File: src/rtl/uart_rx_if.sv
// uart_rx_if: the receiver's line and host-facing signals in one bundle.
//   rx_en : receiver enable (host -> receiver)
//   rx    : serial line, idle high (pin -> receiver)
//   data  : last correctly framed word, bit 0 = first data bit received
//   done  : level, a frame with a valid stop bit was received
//   busy  : level, a frame is in progress
//   err   : level, the last frame had a stop bit sampled as 0
// master = the side that drives the line and consumes words (host / bench),
// slave  = the receiver itself.
interface uart_rx_if #(
  parameter int FRAME_WIDTH = 8
);
  logic                   rx_en;
  logic                   rx;
  logic [FRAME_WIDTH-1:0] data;
  logic                   done;
  logic                   busy;
  logic                   err;

  modport master (
    output rx_en, rx,
    input  data, done, busy, err
  );

  modport slave (
    input  rx_en, rx,
    output data, done, busy, err
  );
endinterface

File: src/rtl/uart_rx.sv
// uart_rx: oversampling receiver for idle-high, start(0) / FRAME_WIDTH data
// bits LSB first / stop(1) serial frames. The line is sampled at bit centres
// derived from a bit timer running on the system clock.
// Ports:
//   clk : system clock, rising edge
//   rst : asynchronous, active-low reset
//   bus : uart_rx_if.slave -- rx_en, rx in; data, done, busy, err out
module uart_rx #(
  parameter int CLK_FREQ    = 100_000_000,
  parameter int BAUD_RATE   = 9600,
  parameter int FRAME_WIDTH = 8
) (
  input  logic      clk,
  input  logic      rst,
  uart_rx_if.slave  bus
);

  localparam int BIT_PERIOD  = CLK_FREQ / BAUD_RATE;
  localparam int HALF_PERIOD = BIT_PERIOD / 2;
  localparam int CNT_W       = (BIT_PERIOD > 1) ? $clog2(BIT_PERIOD) : 1;
  localparam int IDX_W       = $clog2(FRAME_WIDTH + 1);

  localparam logic [CNT_W-1:0] BIT_LAST  = CNT_W'(BIT_PERIOD - 1);
  localparam logic [CNT_W-1:0] HALF_LAST = CNT_W'(HALF_PERIOD - 1);
  localparam logic [IDX_W-1:0] IDX_LAST  = IDX_W'(FRAME_WIDTH - 1);

  typedef enum logic [1:0] {IDLE, START, DATA, STOP} state_t;

  state_t                 state_q, state_d;
  logic                   rx_s1_q, rx_s1_d;
  logic                   rx_s2_q, rx_s2_d;
  logic                   rx_prev_q, rx_prev_d;
  logic [CNT_W-1:0]       timer_q, timer_d;
  logic [IDX_W-1:0]       idx_q, idx_d;
  logic [FRAME_WIDTH-1:0] shreg_q, shreg_d;
  logic [FRAME_WIDTH-1:0] data_q, data_d;
  logic                   done_q, done_d;
  logic                   busy_q, busy_d;
  logic                   err_q, err_d;

  // A start is a falling edge of the synchronized line, not a low level, so a
  // line stuck low after a framing error must first be seen high.
  logic start_edge;
  assign start_edge = bus.rx_en && !rx_s2_q && rx_prev_q;

  always_comb begin
    rx_s1_d   = bus.rx;
    rx_s2_d   = rx_s1_q;
    rx_prev_d = rx_s2_q;
    state_d   = state_q;
    timer_d   = timer_q + CNT_W'(1);
    idx_d     = idx_q;
    shreg_d   = shreg_q;
    data_d    = data_q;
    done_d    = done_q;
    busy_d    = busy_q;
    err_d     = err_q;

    case (state_q)
      IDLE: begin
        busy_d  = 1'b0;
        timer_d = '0;
        if (start_edge) begin
          done_d  = 1'b0;
          err_d   = 1'b0;
          busy_d  = 1'b1;
          state_d = START;
        end
      end
      START: begin
        if (timer_q == HALF_LAST) begin
          timer_d = '0;
          if (!rx_s2_q) begin
            state_d = DATA;
            idx_d   = '0;
          end else begin
            // Line went back high before mid start bit: a glitch.
            state_d = IDLE;
            busy_d  = 1'b0;
          end
        end
      end
      DATA: begin
        if (timer_q == BIT_LAST) begin
          timer_d = '0;
          // Right shift with the new sample entering at the MSB: after
          // FRAME_WIDTH samples the first bit received sits in bit 0.
          shreg_d = shreg_q >> 1;
          shreg_d[FRAME_WIDTH-1] = rx_s2_q;
          idx_d = idx_q + IDX_W'(1);
          if (idx_q == IDX_LAST) state_d = STOP;
        end
      end
      STOP: begin
        if (timer_q == BIT_LAST) begin
          // Leave at mid stop bit so a back-to-back start edge is not missed.
          timer_d = '0;
          busy_d  = 1'b0;
          state_d = IDLE;
          if (rx_s2_q) begin
            data_d = shreg_q;
            done_d = 1'b1;
            err_d  = 1'b0;
          end else begin
            done_d = 1'b0;
            err_d  = 1'b1;
          end
        end
      end
      default: begin
        state_d = IDLE;
        busy_d  = 1'b0;
        timer_d = '0;
      end
    endcase

    // Disabling mid-frame drops the frame without touching the result flags.
    if (state_q != IDLE && !bus.rx_en) begin
      state_d = IDLE;
      busy_d  = 1'b0;
      timer_d = '0;
      data_d  = data_q;
      done_d  = done_q;
      err_d   = err_q;
    end
  end

  always_ff @(posedge clk or negedge rst) begin
    if (!rst) begin
      state_q   <= IDLE;
      rx_s1_q   <= 1'b1;
      rx_s2_q   <= 1'b1;
      rx_prev_q <= 1'b1;
      timer_q   <= '0;
      idx_q     <= '0;
      shreg_q   <= '0;
      data_q    <= '0;
      done_q    <= 1'b0;
      busy_q    <= 1'b0;
      err_q     <= 1'b0;
    end else begin
      state_q   <= state_d;
      rx_s1_q   <= rx_s1_d;
      rx_s2_q   <= rx_s2_d;
      rx_prev_q <= rx_prev_d;
      timer_q   <= timer_d;
      idx_q     <= idx_d;
      shreg_q   <= shreg_d;
      data_q    <= data_d;
      done_q    <= done_d;
      busy_q    <= busy_d;
      err_q     <= err_d;
    end
  end

  assign bus.data = data_q;
  assign bus.done = done_q;
  assign bus.busy = busy_q;
  assign bus.err  = err_q;

endmodule

File: src/flat_wrapper.sv
// flat-port wrapper written by rule: the top's interface ports become plain ports
module uart_rx_flat 
#(
  parameter int CLK_FREQ    = 100_000_000,
  parameter int BAUD_RATE   = 9600,
  parameter int FRAME_WIDTH = 8
)
  (clk, rst, bus_rx_en, bus_rx, bus_data, bus_done, bus_busy, bus_err);
  uart_rx_if #(.FRAME_WIDTH(FRAME_WIDTH)) bus_i ();
  input  logic clk;
  input  logic rst;
  input wire logic [$bits(bus_i.rx_en)-1:0] bus_rx_en;
  input wire logic [$bits(bus_i.rx)-1:0] bus_rx;
  output wire logic [$bits(bus_i.data)-1:0] bus_data;
  output wire logic [$bits(bus_i.done)-1:0] bus_done;
  output wire logic [$bits(bus_i.busy)-1:0] bus_busy;
  output wire logic [$bits(bus_i.err)-1:0] bus_err;
  assign bus_i.rx_en = bus_rx_en;
  assign bus_i.rx = bus_rx;
  assign bus_data = bus_i.data;
  assign bus_done = bus_i.done;
  assign bus_busy = bus_i.busy;
  assign bus_err = bus_i.err;
  uart_rx #(.CLK_FREQ(CLK_FREQ), .BAUD_RATE(BAUD_RATE), .FRAME_WIDTH(FRAME_WIDTH)) u_core (.clk(clk), .rst(rst), .bus(bus_i));
endmodule
File: config.mk
export PLATFORM = sky130hd
export DESIGN_NAME = uart_rx_flat
export DESIGN_NICKNAME = d
export VERILOG_FILES = /design/src/rtl/uart_rx_if.sv /design/src/rtl/uart_rx.sv /design/src/flat_wrapper.sv
export SDC_FILE = /design/constraint.sdc
export NUM_CORES = 1
export LEC_CHECK = 0
export ABC_AREA = 1
export CAP_MARGIN = 20
export CORE_MARGIN = 2
export CORE_UTILIZATION = 63
export DETAILED_ROUTE_END_ITERATION = 12
export PLACE_DENSITY = 0.81
export SETUP_SLACK_MARGIN = 0.2
export SYNTH_ARGS = -nofsm -noshare
export SYNTH_HDL_FRONTEND = slang
export SYNTH_SLANG_ARGS = --single-unit
File: constraint.sdc
create_clock -name clk -period 3.81 [get_ports clk]
set_input_delay 0.381 -clock clk [delete_from_list [all_inputs] [get_ports clk]]
set_output_delay 0.381 -clock clk [all_outputs]
set_load 0.005 [all_outputs]
==> flow_summary.ini, run 1 <==
[timing]
final_max_slew_viol_count = 0
fin_ws_ps = 2050
worst_slew_pin_slew_ps = 893
relSlewSlack_pct = 40.5
skew_ps = 10.2
hold_viol = 0
finalCritPeriodShare_pct = 46.2
rsz0062_at_grt = false
hold_ws_ps = 140
setup_violations = 0
clock.fmax_mhz = 568
fin_crit_ps = 1760
timing.setup.tns_ps = 0

[cts]
cts_setup_buffers = 0
clkTransAtPathRegs_ps = 120
clock_path_buffers = 2
cts.sinks = 42
cts_tree = built
cts_resized = 0
htreeDepth = 2
numCtsBuffers = 5
clock_latency_ps = 350
clockRootBuffer = clkbuf_4
postCtsHoldBufs = 0

[setup_path]
crit_type = reg -> reg
crit_required_ps = 4060
r2r_setup_slack_ps = 2050
cp-start-kind = register
path_max_fanout = 18
cp-end-kind = register
crit_arrival_ps = 2010

[final_layout]
drive_gt1_share_pct = 19.6
fillers = 276
syn_to_final_growth_pct = 8.64
antenna_cells = 0
nets = 287

[synthesis]
synth_edf_count = 0
synth-seq-cells = 42
synthesis.nets = 271
synth_area_per_cell_um2 = 8.66
synthesis.instances = 264
ys_types = 29
synthArstFlopShare_pct = 100
yosys.area.top_type = dfrtp_1
ys_warn_count = 0
post-synth-top-count-cell = nand2_1
synthesis.area_um2 = 2290
synth_ff_type = dfrtp_1
synth_top_area_share_pct = 42.7
synth_area_leaders = dfrtp_1 (43%), nand2_1 (10%), inv_1 (5.7%)
ys_seq_area_share_pct = 46.1
synth_common_cells = nand2_1 (61), dfrtp_1 (39), inv_1 (35), nor2_1 (21)

[pwr]
leakage_uw = 0.00111
vdd_drop_max_mv = 0.282
p_per_area_nw_per_um2 = 370

[die]
die_area_um2 = 4130
rows = 21
die_w_um = 64.3
io_pins = 15
die-height_um = 64.3
core_area_um2 = 3420
initial_core_util_pct = 67.0

[routing]
dr.pass1.iters = 4
ant_nets = 0
drt-total-wl_um = 3880
avgRoutedWirePerCell_um = 11.9
avgViaCountPerCell = 5.12
first_iter_violations = 126
dr_total_vias = 1674
drc = 0

[place]
pre_cts_ws_ps = 1850
place.gp.congestion = 0.884
port_buffers = 14
hpwl_um = 2850

[grt]
grt_use_total_pct = 21.6
grt_pass1_wl_um = 6980
grt_overflow_total = 0
grt_antenna_before_repair = 0
grt_max_degree = 43
first_global_vias = 1606

[outcome]
status = finished, final reports clean

[worst_hold_path]
min_path_type = in -> async

[flow_run]
drv_cap = 0
## layout by cell type (no fill, tap or decap), drive strengths merged, types with 4 or more instances in the layout
cell type,n
a21oi,4
clkdlybuf4s50,13
nor2,35
nand3,19
inv,36
clkbuf,6
nand4,8
dfrtp,39
nand2,68
nor3,6
o21ai,24
xor2,10
## area by class of cell
cell class	count	area (um2)	area share, %
multi-input combinational	181	1040	41.8
clock buffer	6	51.3	2.06
tap	46	57.6	2.32
clock inverter	2	12.5	0.504
inverter	36	135	5.44
timing repair buffer	14	135	5.44
sequential	42	1050	42.4
## flip-flops by register name, summed over array words and instances (netlist names)
| signal | cells |
|---|---|
| u_core.bus.err | 1 |
| u_core.rx_prev_q | 1 |
| u_core.bus.busy | 1 |
| u_core.state_q | 2 |
| u_core.bus.done | 1 |
| u_core.idx_q | 4 |
| u_core.bus.data | 8 |
| u_core.timer_q | 14 |
| u_core.shreg_q | 8 |
| u_core.rx_prev_d | 1 |
| u_core.rx_s1_q | 1 |
## power breakdown
part	switching [uW]	leakage (uW)	internal [uW]
registers	25.3	0.000573	472
logic	132	0.000498	60.8
clock network	140	0.0000343	88.8
## routing by layer
| metal | wire length [um] | GRT usage (%) |
|---|---|---|
| met1 | 1920 | 30.3 |
| met2 | 1770 | 33.5 |
| met3 | 140 | 4.93 |
| met4 | 55 | 6.91 |
| met5 | 0 | 0 |
## worst max-delay path: stages (launching register included)
cell and delay, ps:
dfrtp_1 460, ha_1 260, nand3_4 140, nor2_4 190, nand3_4 240, nand2_2 190, nand2_2 70, nand2_1 50
o21ai_1 60
## kinds of logic after synthesis
kind of cell | synth area share (%)
AOI/OAI and AO/OA | 9.57
xor gates and xnor gates | 4.21
adders and majority gates | 1.64
buffers and inverters | 8.48
DFF | 46.1
and+or+nand+nor | 30.0
## stage by stage
| step | util (%) | area, um2 | total power (uW) | std cells |
|---|---|---|---|---|
| 2_1_floorplan | - | 2290 | 671 | 264 |
| 3_3_place_gp | 70.9 | 2420 | 699 | 319 |
| 3_5_place_dp | 70.9 | 2420 | 699 | 319 |
| 4_1_cts | 72.7 | 2480 | 925 | 327 |
| 5_1_grt | 72.7 | 2480 | 975 | 327 |
| 6_report | 72.7 | 2480 | 919 | 327 |
## path summary, 6_finish.rpt
kind,start,endpoint,depth (start not counted)
setup / recovery,u_core.timer_q[0],u_core.idx_q[0],8
hold / removal,rst,u_core.timer_q[13],1
setup reg to reg,u_core.timer_q[0],u_core.idx_q[0],8
hold reg to reg,u_core.rx_s1_q,u_core.rx_prev_d,0
max in group asynchronous,rst,u_core.shreg_q[0],1
min in group clk,u_core.rx_s1_q,u_core.rx_prev_d,0
No activity file was read; power rests on OpenSTA's default activity.
==> run 2: changes to the inputs <==
- CORE_UTILIZATION: 63 -> 53
- PLACE_DENSITY: 0.81 -> 0.73
- clock period: 3.81 -> 1.5 ns (I/O delays scaled with it)
==> flow_summary.ini, run 2 (synthesized netlist as in run 1, its figures left out) <==
[outcome]
status = finished, violations left
violations = setup timing

[die]
die_area_um2 = 4860
rows = 23
core_area_um2 = 4090
die_w_um = 69.7
die-height_um = 69.7
io_pins = 15
initial_core_util_pct = 56.0

[setup_path]
r2r_setup_slack_ps = -3
crit_type = reg -> reg
cp-end-kind = register
regToRegStartpoint = u_core.state_q[1]
path_max_fanout = 8
cp-start-kind = register
crit_required_ps = 1690
worst_r2r_path_depth = 6
crit_arrival_ps = 1700
r2r_end = u_core.bus.data[1]

[final_layout]
syn_to_final_growth_pct = 37.7
final_common_cell = dfrtp_1
multi_input_area_um2 = 1320
drive_gt1_share_pct = 42.1
antenna_cells = 0
seqCellArea_um2 = 1060
fillers = 265
regMostFlops = u_core.timer_q
stdcell_area_um2 = 3150
nets = 324
final_cell_mix = dfrtp_1 (37), inv_1 (35), nand2_1 (35), buf_4 (29), o21ai_2 (18)
largest_reg_flops = 14

[pwr]
pwr-share-seq_pct = 40.3
switching_share_pct = 34.2
vdd_drop_max_mv = 0.667
p_clk_share_pct = 29.4
leakage_uw = 0.00148
p_per_area_nw_per_um2 = 1000
p_comb_share_pct = 30.2
switchingPower_uw = 1080
intPower_uw = 2080

[timing]
final_max_slew_viol_count = 0
setup_violations = 3
hold_viol = 0
fin_ws_ps = -3.08
worst_slew_pin_slew_ps = 461
finalCritPeriodShare_pct = 100
hold_ws_ps = 257
fin_crit_ps = 1500
relSlewSlack_pct = 68.9
rsz0062_at_grt = true
clock.fmax_mhz = 665
skew_ps = 12.4
timing.setup.tns_ps = -3.19

[grt]
grt_pass1_wl_um = 8250
grt_overflow_total = 0
grt_antenna_before_repair = 0
first_global_vias = 1776
grt_max_degree = 26
grt_use_total_pct = 21.6

[routing]
dr_total_vias = 1955
avgViaCountPerCell = 5.31
drc = 0
first_iter_violations = 113
ant_nets = 0
dr.pass1.iters = 4
drt-total-wl_um = 5820
avgRoutedWirePerCell_um = 15.8

[cts]
clockRootBuffer = clkbuf_8
clock_path_buffers = 2
cts_tree = built
numCtsBuffers = 5
htreeDepth = 2
clock_latency_ps = 310
clkTransAtPathRegs_ps = 80
cts.sinks = 42

[worst_hold_path]
hold_end = u_core.rx_s1_q
hold_start = bus_rx
hold_path_depth = 1
min_path_type = in -> reg

[place]
place.gp.congestion = 0.824
port_buffers = 14
place_area_um2 = 2640
pre_cts_ws_ps = -3.56
hpwl_um = 3320

[flow_run]
drv_cap = 0
run 2: cell count changes in the layout (fill, tap and decap cells not counted), moves of 5 or more:
cell,delta
nand2_1,-26
buf_4,+29
nor2_4,+5
nand2_4,+15
nand2_2,+9
dlygate4sd2_1,+7
clkdlybuf4s50_1,-11
clkbuf_4,-5
run 2: worst max-delay path by stage:
stage / startpoint / endpoint / slack [ps] / cells past startpoint
after floorplan: u_core.timer_q[0] / u_core.timer_q[11] / 100 / 9
after global placement: u_core.timer_q[9] / u_core.shreg_q[6] / 30 / 7
after detailed placement: u_core.timer_q[0] / u_core.timer_q[10] / -4 / 8
after CTS: u_core.timer_q[1] / u_core.bus.busy / 40 / 8
after global routing: u_core.timer_q[1] / u_core.bus.data[1] / -60 / 8
final: u_core.state_q[1] / u_core.bus.data[1] / -3 / 6
run 2: per-stage QoR:
| step | instances | utilization [%] | total power (uW) |
|---|---|---|---|
| after floorplan | 264 | - | 1740 |
| after global placement | 343 | 64.7 | 1890 |
| after detailed placement | 343 | 64.7 | 1920 |
| after CTS | 358 | 69.9 | 2890 |
| after global routing | 368 | 77.1 | 3280 |
| final | 368 | 77.1 | 3160 |
run 2: power by group through the flow:
stage / logic [uW] / clock network [uW] / registers, uW
5_1_grt: 1020 / 984 / 1280
6_report: 956 / 931 / 1280
2_1_floorplan: 449 / 0 / 1290
4_1_cts: 685 / 933 / 1280
3_3_place_gp: 599 / 0 / 1290
3_5_place_dp: 628 / 0 / 1300
run 2: layer usage:
metal  vias to the layer above  GRT usage (%)  wire length, um
li1                        940              -                -
met3                         9           4.36              238
met4                         0           7.05               86
met2                        45           34.2             2920
met1                       961           29.8             2570
met5                         -              0                0
run 2: layout make-up:
class	count	area share, %
Tap cell	50	1.99
Multi-Input combinational cell	182	41.8
Inverter	36	4.29
Sequential cell	42	33.6
Clock inverter	3	1.39
Timing Repair Buffer	50	14.8
Clock buffer	5	2.19
run 2: worst max-delay path: stages, from the launching register on:
cell     delay [ps]
dfrtp_1         500
nand2_1         150
nor2_1          270
nand4_4         180
buf_12          190
nand2_4          60
o21ai_2          50
run 2: repair_timing:
| item | in CTS | in global routing |
|---|---|---|
| pin swaps | 6 | 11 |
| resized for setup | 25 | 53 |
| hold buffers | 1 | 0 |
| cloned | 1 | 2 |
| endpoints found under the setup margin | 48 | 43 |
| setup buffers | 5 | 8 |
| hold endpoints to repair | 17 | 0 |
